<file path="src/rtl/pipeline_stall_ctrl.sv">
`default_nettype none
// ============================================================================
// Module   : pipeline_stall_ctrl
// Brief    : Stall/flush sequencer for a 5-stage pipeline. Merges per-stage
//            hazard requests into a stall vector, tracks data-RAM wait state,
//            defers exception flushes behind in-flight data accesses and runs
//            an acknowledge watchdog.
// Revision : 1.0 - initial release
// ============================================================================
module pipeline_stall_ctrl #(
  parameter int TIMEOUT   = 255,
  parameter int CNT_WIDTH = 8
) (
  input  logic                 clk,
  input  logic                 rst,
  input  logic                 inst_wait,
  input  logic                 load_related,
  input  logic                 ex_busy,
  input  logic                 mem_req,
  input  logic                 mem_ack,
  input  logic                 exc_flush,
  output logic [5:0]           stall,
  output logic                 flush,
  output logic                 mem_busy,
  output logic                 bus_error,
  output logic [CNT_WIDTH-1:0] wait_cnt
);

  typedef enum logic [1:0] {
    S_IDLE       = 2'd0,
    S_WAIT       = 2'd1,
    S_FLUSH_WAIT = 2'd2
  } state_t;

  localparam logic [CNT_WIDTH-1:0] C_TIMEOUT = CNT_WIDTH'(TIMEOUT);
  localparam logic [CNT_WIDTH-1:0] C_ONE     = {{(CNT_WIDTH-1){1'b0}}, 1'b1};

  // Stall patterns: a stalled stage also holds every stage upstream of it.
  localparam logic [5:0] C_STALL_MEM = 6'b011111;
  localparam logic [5:0] C_STALL_EX  = 6'b001111;
  localparam logic [5:0] C_STALL_ID  = 6'b000111;
  localparam logic [5:0] C_STALL_IF  = 6'b000011;

  state_t               r_state;
  state_t               w_next_state;
  logic [CNT_WIDTH-1:0] r_wait_cnt;
  logic [CNT_WIDTH-1:0] w_next_cnt;
  logic                 w_mem_wait;
  logic                 w_flush_req;
  logic                 w_timeout;

  // State and wait-counter registers; FLUSH_WAIT doubles as the pending-flush flag.
  always_ff @(posedge clk) begin
    if (rst) begin
      r_state    <= S_IDLE;
      r_wait_cnt <= '0;
    end else begin
      r_state    <= w_next_state;
      r_wait_cnt <= w_next_cnt;
    end
  end

  // Next-state, counter and internal request decode.
  always_comb begin
    w_next_state = r_state;
    w_next_cnt   = '0;
    w_mem_wait   = 1'b0;
    w_flush_req  = 1'b0;
    w_timeout    = 1'b0;
    case (r_state)
      S_IDLE: begin
        if (mem_req && !mem_ack) begin
          // Access not satisfied this cycle: stall MEM now, a flush has to wait.
          w_mem_wait   = 1'b1;
          w_next_cnt   = C_ONE;
          w_next_state = exc_flush ? S_FLUSH_WAIT : S_WAIT;
        end else begin
          w_flush_req = exc_flush;
        end
      end
      S_WAIT, S_FLUSH_WAIT: begin
        if (mem_ack) begin
          w_next_state = S_IDLE;
          w_flush_req  = exc_flush || (r_state == S_FLUSH_WAIT);
        end else if (r_wait_cnt >= C_TIMEOUT) begin
          // Watchdog expiry releases the pipeline; a deferred flush still fires.
          w_timeout    = 1'b1;
          w_next_state = S_IDLE;
          w_flush_req  = exc_flush || (r_state == S_FLUSH_WAIT);
        end else begin
          w_mem_wait = 1'b1;
          w_next_cnt = r_wait_cnt + 1'b1;
          if (exc_flush) begin
            w_next_state = S_FLUSH_WAIT;
          end
        end
      end
      default: begin
        w_next_state = S_IDLE;
      end
    endcase
  end

  // Output decode: reset masks everything, a flush overrides any stall.
  always_comb begin
    stall     = 6'b000000;
    flush     = 1'b0;
    mem_busy  = 1'b0;
    bus_error = 1'b0;
    if (!rst) begin
      flush     = w_flush_req;
      bus_error = w_timeout;
      mem_busy  = (r_state != S_IDLE);
      if (!w_flush_req) begin
        if (w_mem_wait) begin
          stall = C_STALL_MEM;
        end else if (ex_busy) begin
          stall = C_STALL_EX;
        end else if (load_related) begin
          stall = C_STALL_ID;
        end else if (inst_wait) begin
          stall = C_STALL_IF;
        end
      end
    end
  end

  assign wait_cnt = r_wait_cnt;

endmodule
`default_nettype wire

</file>
<file path="config.mk">
export PLATFORM = sky130hd
export DESIGN_NAME = pipeline_stall_ctrl
export DESIGN_NICKNAME = d
export VERILOG_FILES = /design/src/rtl/pipeline_stall_ctrl.sv
export SDC_FILE = /design/constraint.sdc
export NUM_CORES = 1
export LEC_CHECK = 0
export BUFFER_PORTS_ARGS = -buffer_cell sky130_fd_sc_hd__buf_4
export CAP_MARGIN = 20
export CELL_PAD_IN_SITES_DETAIL_PLACEMENT = 1
export CELL_PAD_IN_SITES_GLOBAL_PLACEMENT = 2
export CORE_MARGIN = 10
export CORE_UTILIZATION = 27
export CTS_CLUSTER_DIAMETER = 150
export DETAILED_ROUTE_END_ITERATION = 6
export PLACE_DENSITY_LB_ADDON = 0.3
export SETUP_SLACK_MARGIN = 0.02
export SYNTH_ARGS = -nofsm -noshare
export SYNTH_HDL_FRONTEND = slang
export SYNTH_SLANG_ARGS = --single-unit
export TNS_END_PERCENT = 10
</file>
<file path="constraint.sdc">
create_clock -name clk -period 6.4 [get_ports clk]
set_clock_uncertainty 0.2 [all_clocks]
set_input_delay 1.92 -clock clk [delete_from_list [all_inputs] [get_ports clk]]
set_output_delay 1.92 -clock clk [all_outputs]
set_load 0.02 [all_outputs]
</file>
==> results of run 1 <==
-- worst max path at each step --
stage	startpoint	end	slack [ns]	cells past startpoint
after detailed placement	mem_ack	stall[4]	1.09	5
after floorplan	mem_ack	stall[4]	0.81	4
after global placement	mem_ack	stall[4]	1.14	5
after CTS	mem_ack	stall[4]	1.07	5
after global routing	mem_ack	stall[4]	0.94	5
final	mem_ack	stall[4]	1.10	5
-- routing by layer --
layer / up-vias / wire (um)
li1: 338 / -
met1: 317 / 871
met2: 9 / 976
met3: 0 / 67
met4: 0 / 0
met5: - / 0
-- metrics by stage --
stage                 util  hold WS, ns  power (mW)  worst slack, ns  instance area (um^2)
finish              0.3903       0.3160      0.2404            1.096                 888.4
global route        0.3903       0.3647      0.2634           0.9437                 888.4
CTS                 0.3903       0.3188      0.2447            1.067                 888.4
detailed placement  0.3744       0.3096      0.1859            1.086                 852.1
global placement    0.3744       0.2942      0.1860            1.145                 852.1
floorplan                -       0.2927      0.1505           0.8102                 663.1
-- cells in the mapped netlist, drive strengths merged --
cell type	n	area, um^2
dfxtp	10	200.2
nor2	10	37.54
inv	8	30.03
nand3	5	25.02
o21ai	5	25.02
ha	4	50.05
and3	3	18.77
nand2	3	11.26
xnor2	3	26.28
a2111oi	2	36.29
a211oi	2	15.01
a21oi	2	10.01
a31oi	2	12.51
buf	2	15.01
nand4	2	12.51
xor2	2	17.52
a311oi	1	8.760
a32o	1	10.01
and2	1	6.260
clkbuf	1	3.750
conb	1	3.750
nand2b	1	6.260
nand3b	1	7.510
nor2b	1	6.260
nor3	1	5.000
nor3b	1	7.510
nor4	1	6.260
nor4b	1	8.760
o22ai	1	6.260
o31a	1	8.760
o32a	1	10.01
or2	1	8.760
or3	1	6.260
-- cell type report --
cell class                 instances  area, um^2  area share
clock buffer                       4       36.28     0.04085
sequential                        10       200.2      0.2254
tap                               28       35.03     0.03944
inverter                           8       30.03     0.03380
multi-input combinational         61       414.1      0.4662
timing repair buffer              23       172.7      0.1944
-- where the power goes --
| group | internal (mW) | total [mW] | switching, mW |
|---|---|---|---|
| sequential | 0.0678 | 0.0730 | 0.00519 |
| clock | 0.0345 | 0.0567 | 0.0222 |
| combinational | 0.0467 | 0.111 | 0.0640 |
-- registers in the layout, summed over array words and instances (netlist names) --
register and flops:
r_state 2, wait_cnt 8
-- worst register-to-register path, cell delays in order (launching register included) --
cell     delay, ns
dfxtp_1       0.41
ha_1          0.23
nand3_1       0.13
o21ai_0       0.46
o21ai_0       0.20
a32o_1        0.29
-- kinds of logic (layout without fill, tap and decap cells) --
kind of cell / count (synthesis) / after routing / share of synthesized area
AOI/OAI and AO/OA: 18 / 18 / 0.2151
xor gates and xnor gates: 5 / 5 / 0.06605
adders and majority gates: 4 / 4 / 0.07547
buffers and inverters: 11 / 35 / 0.07357
DFF: 10 / 10 / 0.3019
other: 1 / 1 / 0.005655
and+or+nand+nor: 33 / 33 / 0.2623
==> results.sh, run 1 <==
export IMPL_outcome="finished, final reports clean"
export IMPL_initial_core_util=0.2914
export IMPL_clk_pin_slew_ns=0.06
export IMPL_gp_congestion=0.7866
export IMPL_slowest_delay_ns=0.46
export IMPL_grt_busiest_layer="met2"
export IMPL_min_period_ns=5.304
export IMPL_setup_viol_count_final=0
export IMPL_worst_pin_slew_ns=0.5301
export IMPL_critPathKind="primary input to output port"
export IMPL_cp_data_arrival_time_ns=3.18
export IMPL_track_usage=0.08489
export IMPL_holdCritPathClass="register to register"
export IMPL_path_max_fanout=5
export IMPL_hold_start="wait_cnt[7]"
export IMPL_routedWlPerCell_um=14.30
export IMPL_wl_um=1916
export IMPL_power_leakage_nw=0.3719
export IMPL_mostFrequentLayoutCells="buf_4, nor2_1, dfxtp_1, inv_1"
export IMPL_rows=17
export IMPL_initialDrtViolationCount=30
export IMPL_core_area_um2=2276
export IMPL_rsz0062_at_grt="false"
export IMPL_cp_slowest_cell="a2111oi_0"
export IMPL_cts_resized=0
export IMPL_relSlewSlack=0.6429
export IMPL_nFillCells=279
export IMPL_ios=25
export IMPL_use_met1=0.1061
export IMPL_worst_path_buf_inv=2
export IMPL_r2r_slack_ns=4.36
export IMPL_ys_types=34
export IMPL_hold_buffers=0
export IMPL_ys_ff_latch=10
export IMPL_grt_pass1_wl_um=3505
export IMPL_cp_end_kind="output port"
export IMPL_fin_nets=119
export IMPL_crit_required_ns=4.28
export IMPL_detail_route_antenna_nets=0
export IMPL_fmax_mhz=188.5
export IMPL_clock_root_buffer="clkbuf_4"
export IMPL_syn_nets=94
export IMPL_netlist_area_um2=663.1
export IMPL_grt_pass1_vias=715
export IMPL_synthCells=82
export IMPL_hold_end="wait_cnt[7]"
export IMPL_cts_setup_buffers=0
export IMPL_grt_max_degree=12
export IMPL_crit_top_cell="buf_4"
export IMPL_final_cells=134
export IMPL_seq_area_frac_synth=0.3019
export IMPL_r2r_end="r_state[0]"
export IMPL_crit_chain="buf_4, nor2b_1, o21ai_0, a2111oi_0, buf_4"
export IMPL_setup_tns_final_ns=0
export IMPL_powerDensity_nw_per_um2=270.6
export IMPL_clkLatencyLatePin_ns=0.26
export IMPL_routed_via_count=664
export IMPL_antenna_cells=0
export IMPL_overflow=0
export IMPL_grt_use_met2=0.1351
export IMPL_numCtsBuffers=3
export IMPL_peakVddDrop_mv=0.1118
export IMPL_antenna_found_initial=0
export IMPL_ys_warnings_count=0
export IMPL_die_area_um2=4839
export IMPL_h_tree_depth=1
export IMPL_min_period_over_period=0.8287
export IMPL_dp_cells=130
export IMPL_max_cap_viol_count=0
export IMPL_avgSynthCellArea_um2=8.087
export IMPL_drc=0
export IMPL_r2r_start="wait_cnt[0]"
export IMPL_reg2reg_depth=5
export IMPL_place_port_buffers=23
export IMPL_drive_gt1_frac=0.2736
export IMPL_firstDrtPassIters=4
export IMPL_cts_tree="built"
export IMPL_hpwlAfterDp_um=1583
export IMPL_fp_dieW_um=69.56
export IMPL_layout_commonest_cell="buf_4"
export IMPL_hold_viol=0
export IMPL_crit_family="compound AO/OA/AOI/OAI gates"
export IMPL_die_height_um=69.56
export IMPL_min_path_cells=2
export IMPL_drv_slew=0
export IMPL_via_per_inst=4.955
export IMPL_area_growth_pct=33.96
export IMPL_crit_path_start_kind="primary input"
export IMPL_clock_sinks=10
export IMPL_grt_util_met3=0.03281
export IMPL_cts_path_max_buffers=2
Power figures use the tool's default switching activity.
==> inputs of run 2 (changes only) <==
--- a/config.mk
+++ b/config.mk
@@ -10,7 +10,7 @@
 export CELL_PAD_IN_SITES_DETAIL_PLACEMENT = 1
 export CELL_PAD_IN_SITES_GLOBAL_PLACEMENT = 2
 export CORE_MARGIN = 10
-export CORE_UTILIZATION = 27
+export CORE_UTILIZATION = 25
 export CTS_CLUSTER_DIAMETER = 150
 export DETAILED_ROUTE_END_ITERATION = 6
 export PLACE_DENSITY_LB_ADDON = 0.3
==> constraint.sdc (replaced) <==
create_clock -name clk -period 5.55 [get_ports clk]
set_clock_uncertainty 0.2 [all_clocks]
set_input_delay 1.665 -clock clk [delete_from_list [all_inputs] [get_ports clk]]
set_output_delay 1.665 -clock clk [all_outputs]
set_load 0.02 [all_outputs]
==> results.sh, run 2 (synthesis gave the netlist of run 1 again) <==
export IMPL_outcome="finished, final reports clean"
export IMPL_regArea_um2=200.2
export IMPL_layout_setup_ws_ns=0.7688
export IMPL_grt_pass1_vias=680
export IMPL_area_growth_pct=32.26
export IMPL_fmax_mhz=209.2
export IMPL_cts_resized=0
export IMPL_crit_family="compound AO/OA/AOI/OAI gates"
export IMPL_die_area_um2=5112
export IMPL_hold_buffers=0
export IMPL_setup_tns_final_ns=0
export IMPL_worst_pin_slew_ns=0.5441
export IMPL_grt_max_degree=12
export IMPL_powerDensity_nw_per_um2=297.1
export IMPL_largest_reg_flops=8
export IMPL_numCtsBuffers=3
export IMPL_fp_dieW_um=71.50
export IMPL_grt_pass1_wl_um=3346
export IMPL_nFillCells=320
export IMPL_min_period_ns=4.781
export IMPL_cp_end_kind="output port"
export IMPL_hold_viol=0
export IMPL_rows=18
export IMPL_layout_commonest_cell="buf_4"
export IMPL_track_usage=0.07904
export IMPL_core_area_um2=2500
export IMPL_clock_sinks=10
export IMPL_min_period_over_period=0.8615
export IMPL_antenna_cells=0
export IMPL_hpwlAfterDp_um=1661
export IMPL_max_cap_viol_count=0
export IMPL_fin_nets=119
export IMPL_holdCritPathClass="register to register"
export IMPL_crit_chain="buf_4, nor2b_1, o21ai_0, a2111oi_0, buf_4"
export IMPL_cts_tree="built"
export IMPL_initialDrtViolationCount=32
export IMPL_critPathKind="primary input to output port"
export IMPL_worst_path_buf_inv=2
export IMPL_cts_setup_buffers=0
export IMPL_peakVddDrop_mv=0.1276
export IMPL_initial_core_util=0.2653
export IMPL_setup_viol_count_final=0
export IMPL_wl_um=1949
export IMPL_via_per_inst=5.015
export IMPL_finalInstanceArea_um2=877.1
export IMPL_gp_congestion=0.7760
export IMPL_slowest_delay_ns=0.45
export IMPL_drv_slew=0
export IMPL_place_port_buffers=23
export IMPL_placed_area_um2=854.6
export IMPL_cp_data_arrival_time_ns=2.92
export IMPL_routed_via_count=677
export IMPL_drive_gt1_frac=0.2667
export IMPL_path_max_fanout=5
export IMPL_firstDrtPassIters=4
export IMPL_clkLatencyLatePin_ns=0.26
export IMPL_drc=0
export IMPL_clock_root_buffer="clkbuf_4"
export IMPL_rsz0062_at_grt="false"
export IMPL_relSlewSlack=0.6334
export IMPL_detail_route_antenna_nets=0
export IMPL_cp_slowest_cell="a2111oi_0"
export IMPL_power_leakage_nw=0.3647
export IMPL_mostFrequentLayoutCells="buf_4, nor2_1, dfxtp_1, inv_1"
export IMPL_h_tree_depth=1
export IMPL_multi_input_area_um2=414.1
export IMPL_clk_pin_slew_ns=0.06
export IMPL_crit_top_cell="buf_4"
export IMPL_die_height_um=71.50
export IMPL_crit_required_ns=3.69
export IMPL_antenna_found_initial=0
export IMPL_overflow=0
export IMPL_routedWlPerCell_um=14.44
export IMPL_cts_path_max_buffers=2
export IMPL_pre_cts_slack_ns=0.7568
export IMPL_crit_path_start_kind="primary input"
export IMPL_ios=25
## run 2: changes by cell type in the layout (fill, tap and decap cells not counted), sizes merged
| cell | previous run | this run |
|---|---|---|
| clkbuf | 4 | 3 |
## run 2: report_power, final
group / switching, mW / internal [mW] / total [mW] / leakage (nW)
Clock: 0.0227 / 0.0250 / 0.0476 / 0.0138
Combinational: 0.0750 / 0.0538 / 0.129 / 0.270
Sequential: 0.00586 / 0.0782 / 0.0841 / 0.0810
Total: 0.104 / 0.157 / 0.261 / 0.365
## run 2: final timing paths
path / slack, ns / cells after the start / endpoint / from
max reg2reg: 3.46 / 5 / r_state[0] / wait_cnt[0]
min reg2reg: 0.32 / 2 / wait_cnt[7] / wait_cnt[7]
min: 0.32 / 2 / wait_cnt[7] / wait_cnt[7]
max: 0.77 / 5 / stall[4] / mem_ack
## run 2: worst min-delay path, cell delays in order, from the launching register on
cell and delay [ns]:
dfxtp_1 0.33, o21ai_0 0.08, a21oi_1 0.06
## run 2: area by class of cell
cell class	count	share of cell area
inverters	8	0.03424
flip-flops and latches	10	0.2282
repair buffers	23	0.1969
well taps	30	0.04280
clock buffers	3	0.02568
multi-input cells	61	0.4722
## run 2: through the flow
step	hold slack [ns]	util	std cells	power (mW)
3_5_place_dp	0.3167	0.3418	132	0.2165
4_1_cts	0.3272	0.3509	135	0.2670
3_3_place_gp	0.3017	0.3418	132	0.2146
5_1_grt	0.3602	0.3509	135	0.2858
2_1_floorplan	0.2927	-	82	0.1735
6_report	0.3245	0.3509	135	0.2606
## run 2: metal layers
metal,up-vias,GRT usage,wire length (um)
met3,0,0.03994,139
li1,341,-,-
met5,-,0,0
met4,0,0.02581,0
met1,323,0.09665,911
met2,13,0.1167,897
